===== config.mk =====
export PLATFORM = sky130hd
export DESIGN_NAME = vx_afu_ctrl
export DESIGN_NICKNAME = d
export VERILOG_FILES = /design/src/rtl/vx_afu_ctrl.sv
export SDC_FILE = /design/constraint.sdc
export NUM_CORES = 1
export LEC_CHECK = 0
export ABC_AREA = 0
export CORE_UTILIZATION = 35
export CTS_BUF_LIST = sky130_fd_sc_hd__clkbuf_16
export DETAILED_ROUTE_END_ITERATION = 8
export PLACE_DENSITY = 0.78
export SETUP_SLACK_MARGIN = 0.15
export SLEW_MARGIN = 20
export SYNTH_ARGS = -nofsm -noshare
export SYNTH_HDL_FRONTEND = slang
export SYNTH_SLANG_ARGS = --single-unit

===== constraint.sdc =====
create_clock -name clk -period 2.5 [get_ports clk]
set_input_delay 0.375 -clock clk [delete_from_list [all_inputs] [get_ports clk]]
set_output_delay 0.375 -clock clk [all_outputs]
set_load 0.02 [all_outputs]

===== src/rtl/vx_afu_ctrl.sv =====
// vx_afu_ctrl: AXI4-Lite control slave for the Vortex XRT AFU.
// HLS-style register map (AP_CTRL, GIE/IER/ISR, DEV_CAPS, DCR write port).
// Optional interrupt logic is built when VX_AFU_CTRL_IRQ_EN is defined;
// without it GIE/IER/ISR read 0, ignore writes and interrupt stays 0.
//
// Handshake semantics: every AXI channel transfers on a cycle where both
// valid and ready are high at the rising clock edge. Once a response valid
// (bvalid/rvalid) is raised it holds, together with its payload, until the
// matching ready is seen. Ready outputs are pure decodes of the state
// registers and never depend combinationally on the master's valid.
module vx_afu_ctrl #(
    parameter int          S_AXI_ADDR_WIDTH = 8,
    parameter int          S_AXI_DATA_WIDTH = 32,
    parameter int          DCR_ADDR_WIDTH   = 12,
    parameter int          DCR_DATA_WIDTH   = 32,
    parameter logic [63:0] DEV_CAPS         = 64'h0
) (
    input  logic                          clk,
    input  logic                          reset,
    input  logic                          s_axi_awvalid,
    output logic                          s_axi_awready,
    input  logic [S_AXI_ADDR_WIDTH-1:0]   s_axi_awaddr,
    input  logic                          s_axi_wvalid,
    output logic                          s_axi_wready,
    input  logic [S_AXI_DATA_WIDTH-1:0]   s_axi_wdata,
    input  logic [S_AXI_DATA_WIDTH/8-1:0] s_axi_wstrb,
    output logic                          s_axi_bvalid,
    input  logic                          s_axi_bready,
    output logic [1:0]                    s_axi_bresp,
    input  logic                          s_axi_arvalid,
    output logic                          s_axi_arready,
    input  logic [S_AXI_ADDR_WIDTH-1:0]   s_axi_araddr,
    output logic                          s_axi_rvalid,
    input  logic                          s_axi_rready,
    output logic [S_AXI_DATA_WIDTH-1:0]   s_axi_rdata,
    output logic [1:0]                    s_axi_rresp,
    output logic                          ap_start,
    output logic                          ap_reset,
    input  logic                          ap_done,
    input  logic                          ap_ready,
    input  logic                          ap_idle,
    output logic                          interrupt,
    output logic                          dcr_wr_valid,
    output logic [DCR_ADDR_WIDTH-1:0]     dcr_wr_addr,
    output logic [DCR_DATA_WIDTH-1:0]     dcr_wr_data,
    output logic [2:0]                    dbg_fsm_state  // {rd_state, wr_state[1:0]}
);

    localparam int AW = S_AXI_ADDR_WIDTH;
    localparam int DW = S_AXI_DATA_WIDTH;

    // Word indexes (address bits [AW-1:2]) of the register map
    localparam logic [AW-3:0] IDX_AP_CTRL  = (AW-2)'(0);
    localparam logic [AW-3:0] IDX_GIE      = (AW-2)'(1);
    localparam logic [AW-3:0] IDX_IER      = (AW-2)'(2);
    localparam logic [AW-3:0] IDX_ISR      = (AW-2)'(3);
    localparam logic [AW-3:0] IDX_CAPS_LO  = (AW-2)'(4);
    localparam logic [AW-3:0] IDX_CAPS_HI  = (AW-2)'(5);
    localparam logic [AW-3:0] IDX_DCR_ADDR = (AW-2)'(6);
    localparam logic [AW-3:0] IDX_DCR_DATA = (AW-2)'(7);

    typedef enum logic [1:0] {WRIDLE = 2'd0, WRDATA = 2'd1, WRRESP = 2'd2} wr_state_t;
    typedef enum logic       {RDIDLE = 1'b0, RDDATA = 1'b1} rd_state_t;

    wr_state_t               wr_state;
    rd_state_t               rd_state;
    logic [AW-3:0]           waddr_idx;
    logic [AW-3:0]           raddr_idx;
    logic                    w_fire;
    logic                    ar_fire;
    logic [DW-1:0]           wmask;
    logic [DW-1:0]           wdata_masked;
    logic [DW-1:0]           rd_mux;
    logic                    auto_restart;
    logic                    done_r;
    logic [DCR_ADDR_WIDTH-1:0] dcr_addr_r;
    logic                    wr_ctrl;
    logic [DW-1:0]           gie_rd;
    logic [DW-1:0]           ier_rd;
    logic [DW-1:0]           isr_rd;
    logic                    unused_addr_bits;

    assign s_axi_awready = (wr_state == WRIDLE);
    assign s_axi_wready  = (wr_state == WRDATA);
    assign s_axi_bvalid  = (wr_state == WRRESP);
    assign s_axi_bresp   = 2'b00;
    assign s_axi_arready = (rd_state == RDIDLE);
    assign s_axi_rvalid  = (rd_state == RDDATA);
    assign s_axi_rresp   = 2'b00;
    assign dbg_fsm_state = {rd_state, wr_state};

    assign w_fire    = s_axi_wvalid & s_axi_wready;
    assign ar_fire   = s_axi_arvalid & s_axi_arready;
    assign raddr_idx = s_axi_araddr[AW-1:2];
    // AP_CTRL/GIE/IER/ISR only honour byte lane 0
    assign wr_ctrl   = w_fire && (waddr_idx == IDX_AP_CTRL) && s_axi_wstrb[0];
    assign unused_addr_bits = ^{s_axi_awaddr[1:0], s_axi_araddr[1:0]};

    // Expand byte strobes into a bit mask
    always_comb begin
        wmask = '0;
        for (int i = 0; i < DW/8; i++) begin
            wmask[i*8 +: 8] = {8{s_axi_wstrb[i]}};
        end
    end
    assign wdata_masked = s_axi_wdata & wmask;

    // Write channel FSM: address, then data, then response
    always_ff @(posedge clk or posedge reset) begin
        if (reset) begin
            wr_state  <= WRIDLE;
            waddr_idx <= '0;
        end else begin
            case (wr_state)
                WRIDLE: if (s_axi_awvalid) begin
                    waddr_idx <= s_axi_awaddr[AW-1:2];
                    wr_state  <= WRDATA;
                end
                WRDATA: if (s_axi_wvalid) wr_state <= WRRESP;
                WRRESP: if (s_axi_bready) wr_state <= WRIDLE;
                default: wr_state <= WRIDLE;
            endcase
        end
    end

    // Read data selection; unmapped and write-only offsets read as 0
    always_comb begin
        rd_mux = '0;
        case (raddr_idx)
            IDX_AP_CTRL:  rd_mux = DW'({auto_restart, 3'b000, ap_ready, ap_idle, done_r, ap_start});
            IDX_GIE:      rd_mux = gie_rd;
            IDX_IER:      rd_mux = ier_rd;
            IDX_ISR:      rd_mux = isr_rd;
            IDX_CAPS_LO:  rd_mux = DW'(DEV_CAPS[31:0]);
            IDX_CAPS_HI:  rd_mux = DW'(DEV_CAPS[63:32]);
            IDX_DCR_ADDR: rd_mux = DW'(dcr_addr_r);
            default:      rd_mux = '0;
        endcase
    end

    // Read channel FSM: capture read data on address accept, hold until rready
    always_ff @(posedge clk or posedge reset) begin
        if (reset) begin
            rd_state    <= RDIDLE;
            s_axi_rdata <= '0;
        end else begin
            case (rd_state)
                RDIDLE: if (s_axi_arvalid) begin
                    s_axi_rdata <= rd_mux;
                    rd_state    <= RDDATA;
                end
                RDDATA: if (s_axi_rready) rd_state <= RDIDLE;
                default: rd_state <= RDIDLE;
            endcase
        end
    end

    // Kernel run control: start, auto-restart, reset pulse and sticky done
    always_ff @(posedge clk or posedge reset) begin
        if (reset) begin
            ap_start     <= 1'b0;
            auto_restart <= 1'b0;
            ap_reset     <= 1'b0;
            done_r       <= 1'b0;
        end else begin
            ap_reset <= wr_ctrl && s_axi_wdata[4];
            if (wr_ctrl) auto_restart <= s_axi_wdata[7];
            if (ap_reset)                          ap_start <= 1'b0;
            else if (wr_ctrl && s_axi_wdata[0])    ap_start <= 1'b1;
            else if (ap_ready && !auto_restart)    ap_start <= 1'b0;
            // A done level in the same cycle as the clearing read keeps done set
            if (ap_done)                                  done_r <= 1'b1;
            else if (ar_fire && raddr_idx == IDX_AP_CTRL) done_r <= 1'b0;
        end
    end

    // DCR address register and one-cycle DCR write strobe
    always_ff @(posedge clk or posedge reset) begin
        if (reset) begin
            dcr_addr_r   <= '0;
            dcr_wr_valid <= 1'b0;
            dcr_wr_addr  <= '0;
            dcr_wr_data  <= '0;
        end else begin
            dcr_wr_valid <= 1'b0;
            if (w_fire && waddr_idx == IDX_DCR_ADDR)
                dcr_addr_r <= DCR_ADDR_WIDTH'((DW'(dcr_addr_r) & ~wmask) | wdata_masked);
            if (w_fire && waddr_idx == IDX_DCR_DATA) begin
                dcr_wr_valid <= 1'b1;
                dcr_wr_addr  <= dcr_addr_r;
                dcr_wr_data  <= DCR_DATA_WIDTH'(wdata_masked);
            end
        end
    end

`ifdef VX_AFU_CTRL_IRQ_EN
    logic       gie;
    logic [1:0] ier;
    logic [1:0] isr;
    logic [1:0] isr_set;
    logic [1:0] isr_tgl;
    logic       done_prev;

    assign isr_set = {ier[1] & ap_ready & ap_start, ier[0] & ap_done & ~done_prev};
    assign isr_tgl = (w_fire && waddr_idx == IDX_ISR && s_axi_wstrb[0]) ? s_axi_wdata[1:0] : 2'b00;
    assign gie_rd  = DW'(gie);
    assign ier_rd  = DW'(ier);
    assign isr_rd  = DW'(isr);

    // Interrupt enables, status (hardware set beats host toggle) and output
    always_ff @(posedge clk or posedge reset) begin
        if (reset) begin
            gie       <= 1'b0;
            ier       <= 2'b00;
            isr       <= 2'b00;
            done_prev <= 1'b1;  // a done level present at reset release is not an edge
            interrupt <= 1'b0;
        end else begin
            done_prev <= ap_done;
            if (w_fire && waddr_idx == IDX_GIE && s_axi_wstrb[0]) gie <= s_axi_wdata[0];
            if (w_fire && waddr_idx == IDX_IER && s_axi_wstrb[0]) ier <= s_axi_wdata[1:0];
            isr       <= (isr ^ isr_tgl) | isr_set;
            interrupt <= gie & (|isr);
        end
    end
`else
    assign gie_rd    = '0;
    assign ier_rd    = '0;
    assign isr_rd    = '0;
    assign interrupt = 1'b0;
`endif

endmodule


After elaboration in Yosys (flattened, before gate mapping). Index checks and enable logic that the tools add are counted.

Eq/ne operators: 8. Muxes and demuxes: 14. Bitwise operators: 7. Reductions and logical operators: 17.

Operator list (number): 32-bit AND (1); 12-bit one-hot mux with 2 select lines (1); 6-bit by 3-bit equality test with 1-bit output (second input constant) (3); 12-bit AND (1); 6-bit zero test (2); 12-bit inverter (1); 12-bit OR (1); 1-bit logical AND (8); 1-bit 2-to-1 mux (8); 2-bit 2-to-1 mux (3); 2-bit one-hot mux with 3 select lines (1); 2-bit inequality test (second input constant) (2); 2-bit AND reduction (2); 3-bit AND reduction (1); 3-bit nonzero test (1); 1-bit AND (2); 2-bit by 1-bit equality test with 1-bit output (second input constant) (1); 2-bit equality test (second input constant) (1); 2-bit zero test (1); 2-bit by 1-bit inequality test with 1-bit output (second input constant) (1); 1-bit one-hot mux with 2 select lines (1); 2-bit nonzero test (1); 1-bit zero test (1); 1-bit inverter (1).

Bits in registers: 102. Input bits: 62.

Longest topological paths before layout.
Depth in word-level cells: 7. Mapped depth: 5. Depth with buffers taken out: 3.

Least setup slack after synthesis. No wires, ideal clock.

Path kind: reg2reg. Start: register wr_state[0]. End: register waddr_idx[0]. Setup time: 0.125 ns. Data arrival time: 1.601 ns. Data required time: 2.375 ns. Slack: 0.774 ns. Stages on the path, launching flop included: 5. Path buffers: 1. Path through: dfrtp_1 nor2_1 and2_1 clkbuf_1 mux2_2.

Word-level cells in the longest chain between the ends: 2.

RTL lines: start: declaration (line 65) `wr_state_t wr_state;`; start signal: assignment (line 111) `wr_state <= WRIDLE;`; start signal: assignment (line 117) `wr_state <= WRDATA;`; start signal: assignment (line 119) `WRDATA: if (s_axi_wvalid) wr_state <= WRRESP;`; 2-bit zero test; via s_axi_awready (line 21) `output logic s_axi_awready,`; 2-bit AND reduction (no source line); end signal: assignment (line 116) `waddr_idx <= s_axi_awaddr[AW-1:2];`; end: declaration (line 67) `logic [AW-3:0] waddr_idx;`.

The timed path passes the listed nets, and every way through them passes these cells. A chain may end at the register's enable or synchronous reset.

Worst setup path after layout.
Start: register wr_state[1]. End: output s_axi_bvalid.

Word-level cells in the longest chain between the ends: 1.

RTL lines: 2-bit equality test (line 85) `assign s_axi_bvalid = (wr_state == WRRESP);`; end: declaration (line 27) `output logic s_axi_bvalid,`.

Every way passes these cells.

==> impl_metrics.json <==
{
  "rows": 36,
  "grt_pass1_vias": 2483,
  "worstHoldStart": "done_r",
  "drive_above_1_share_pct": 12.5,
  "total_power_mw": 4.72,
  "synth_top_area_share_pct": 56.6,
  "hold_viol": 0,
  "synthTopCellsByArea": "dfrtp_1, mux2i_1, mux2_2",
  "io_buffers": 124,
  "synthMuxAreaShare_pct": 19.5,
  "yosys.area_share.adder_pct": 0,
  "htreeDepth": 3,
  "ir_drop_mv": 0.438,
  "fin_ws_ps": 501,
  "outcome": "complete, no violations",
  "critPathKind": "flop to output pin",
  "crit_fanout": 7,
  "root_buffer": "clkbuf_16",
  "viasPerCell": 4.37,
  "fin_worst_skew_ps": 11.7,
  "wl_met3_um": 467,
  "met1Wirelength_um": 3440,
  "synth_simple_gate_area_share_pct": 8.73,
  "synth_most_common_cell": "dfrtp_1",
  "stdcell_count": 572,
  "drc_errors": 0,
  "fin_setup_tns_ps": 0,
  "ys_types": 29,
  "min_period_ps": 2000,
  "core_area_mm2": 0.00991,
  "ctsResizeCount": 0,
  "yosys_warnings": 0,
  "dp.cells": 556,
  "cts_setup_buffers": 0,
  "finalCritPeriodShare_pct": 80.0,
  "synth_top_area_cell": "dfrtp_1",
  "pre_cts_ws_ps": 431,
  "gr-total-overflow": 0,
  "min_to": "done_r",
  "drt-pass1-iter-count": 4,
  "worst_skew_pair.late_latency_ps": 330,
  "grt_first_pass_wirelength_um": 12700,
  "max-slew-margin-rel_pct": 63.1,
  "synth_edf_count": 0,
  "finalNetCount": 496,
  "clk_pin_slew_ps": 60,
  "crit_path_end_kind": "output pin",
  "hold_path_depth": 1,
  "ctsHoldBuffers": 0,
  "fp.dieH_um": 104,
  "dp_hpwl_um": 5580,
  "synthCells": 308,
  "min_path_type": "flop to flop",
  "reg2reg_from": "wr_state[0]",
  "tightest_slew_ps": 554,
  "ys_seq_area_share_pct": 56.6,
  "cts_buffers": 9,
  "die_area_mm2": 0.0108,
  "rrSetupSlack_ps": 770,
  "ys_ff_latch": 82,
  "wl_um": 7660,
  "leakage_nw": 2.72,
  "clockBufferDepth": 2,
  "drv_slew": 0,
  "pin_count": 154,
  "drt_iter0_drc": 80,
  "antenna_found_initial": 0,
  "required_ps": 2120,
  "cts_tree": "yes",
  "critPathLaunchType": "flop",
  "dr_wl_met2_um": 3690,
  "finalSetupViolCount": 0,
  "vias": 2502,
  "topRoutingLayerUsed": "met4",
  "cp_data_arrival_time_ps": 1620,
  "ant_nets": 0,
  "synthFlopType": "dfrtp_1",
  "dieWidth_um": 104,
  "synth_top_family_by_area": "multiplexers",
  "wl_per_cell_um": 13.4,
  "syn-cell-area_mm2": 0.00362,
  "start_util_pct": 36.6,
  "gp_congestion": 0.735,
  "area_delta_synth_final_pct": 44.1,
  "r2r_end": "dcr_wr_addr[9]",
  "rsz0062_at_grt": "false",
  "power_density_mw_per_mm2": 903,
  "max_freq_ghz": 0.500,
  "grt_max_degree": 83,
  "synth-compound-area-share_pct": 4.14,
  "async_flop_share_pct": 100,
  "synth-xor-area-share_pct": 0,
  "avgSynthCellArea_um2": 11.8,
  "cts_num_sinks": 82,
  "drv_cap": 0,
  "grt_usage_pct": 14.9,
  "insertedDiodeCount": 0,
  "reg2reg_depth": 4,
  "synthTopCellsByCount": "dfrtp_1, inv_1, nand2_1"
}
## routing by layer
layer / track usage [%] / vias to the layer above
met5: 0 / -
met4: 5.20 / 0
met3: 4.03 / 6
met2: 24.2 / 96
met1: 19.1 / 1193
li1: - / 1207
## cells by family (layout without fill, tap and decap cells)
| family | Yosys count | count (layout) |
|---|---|---|
| AOI/OAI and AO/OA | 21 | 21 |
| buffers and inverters | 76 | 183 |
| DFF | 82 | 82 |
| muxes | 64 | 64 |
| other | 1 | 25 |
| and+or+nand+nor | 64 | 64 |
## stage by stage
stage / util [%] / hold WS, ps / cell area (um^2)
CTS: 52.7 / 483 / 5220
global placement: 49.7 / 461 / 4920
floorplan: - / 450 / 3720
detailed placement: 49.7 / 470 / 4920
global route: 52.7 / 509 / 5220
finish: 52.7 / 479 / 5220
## critical path: stages, from the launching register on
cell and delay (ps):
dfrtp_1 460, nor2b_1 210, clkdlybuf4s50_1 630
## area by class of cell
class / instances / area [um^2]
repair buffers: 129 / 1290
well taps: 133 / 166
multi-input cells: 174 / 1270
inverters: 38 / 146
flip-flops and latches: 82 / 2050
fillers: 875 / 4690
clock inverters: 7 / 76.3
clock buffers: 9 / 225
## layout by cell type, fill, tap and decap left out
master	count
conb_1	25
nor4_1	1
and3_1	1
bufinv_16	1
buf_12	1
and4_1	1
and4bb_2	1
o21ai_0	7
clkinv_4	1
nand3_1	3
dfrtp_1	82
inv_1	37
and2_1	2
nor2b_1	5
mux2i_1	33
nand4_1	1
buf_4	4
a22o_1	8
a22oi_1	5
clkinv_2	1
nand2_1	38
mux2_4	7
mux2_2	24
clkbuf_16	9
nand3b_1	1
nor2_1	5
clkdlybuf4s50_1	124
inv_6	2
nand2b_1	3
a21o_1	1
nor4b_4	1
clkinvlp_4	3
and2_0	1
## worst max path at each step
stage,start,endpoint
detailed placement,s_axi_wvalid,dcr_wr_addr[11]
CTS,wr_state[1],s_axi_bvalid
floorplan,wr_state[0],waddr_idx[0]
finish,wr_state[1],s_axi_bvalid
global placement,s_axi_wvalid,dcr_wr_addr[8]
global route,wr_state[1],s_axi_bvalid
## where the power goes
group	internal [mW]	switching (mW)	leakage [nW]	total [mW]
Combinational	0.778	0.741	1.61	1.52
Sequential	1.67	0.218	0.969	1.89
Clock	0.780	0.533	0.142	1.31
Note: power is estimated with default switching activity, not from simulation.
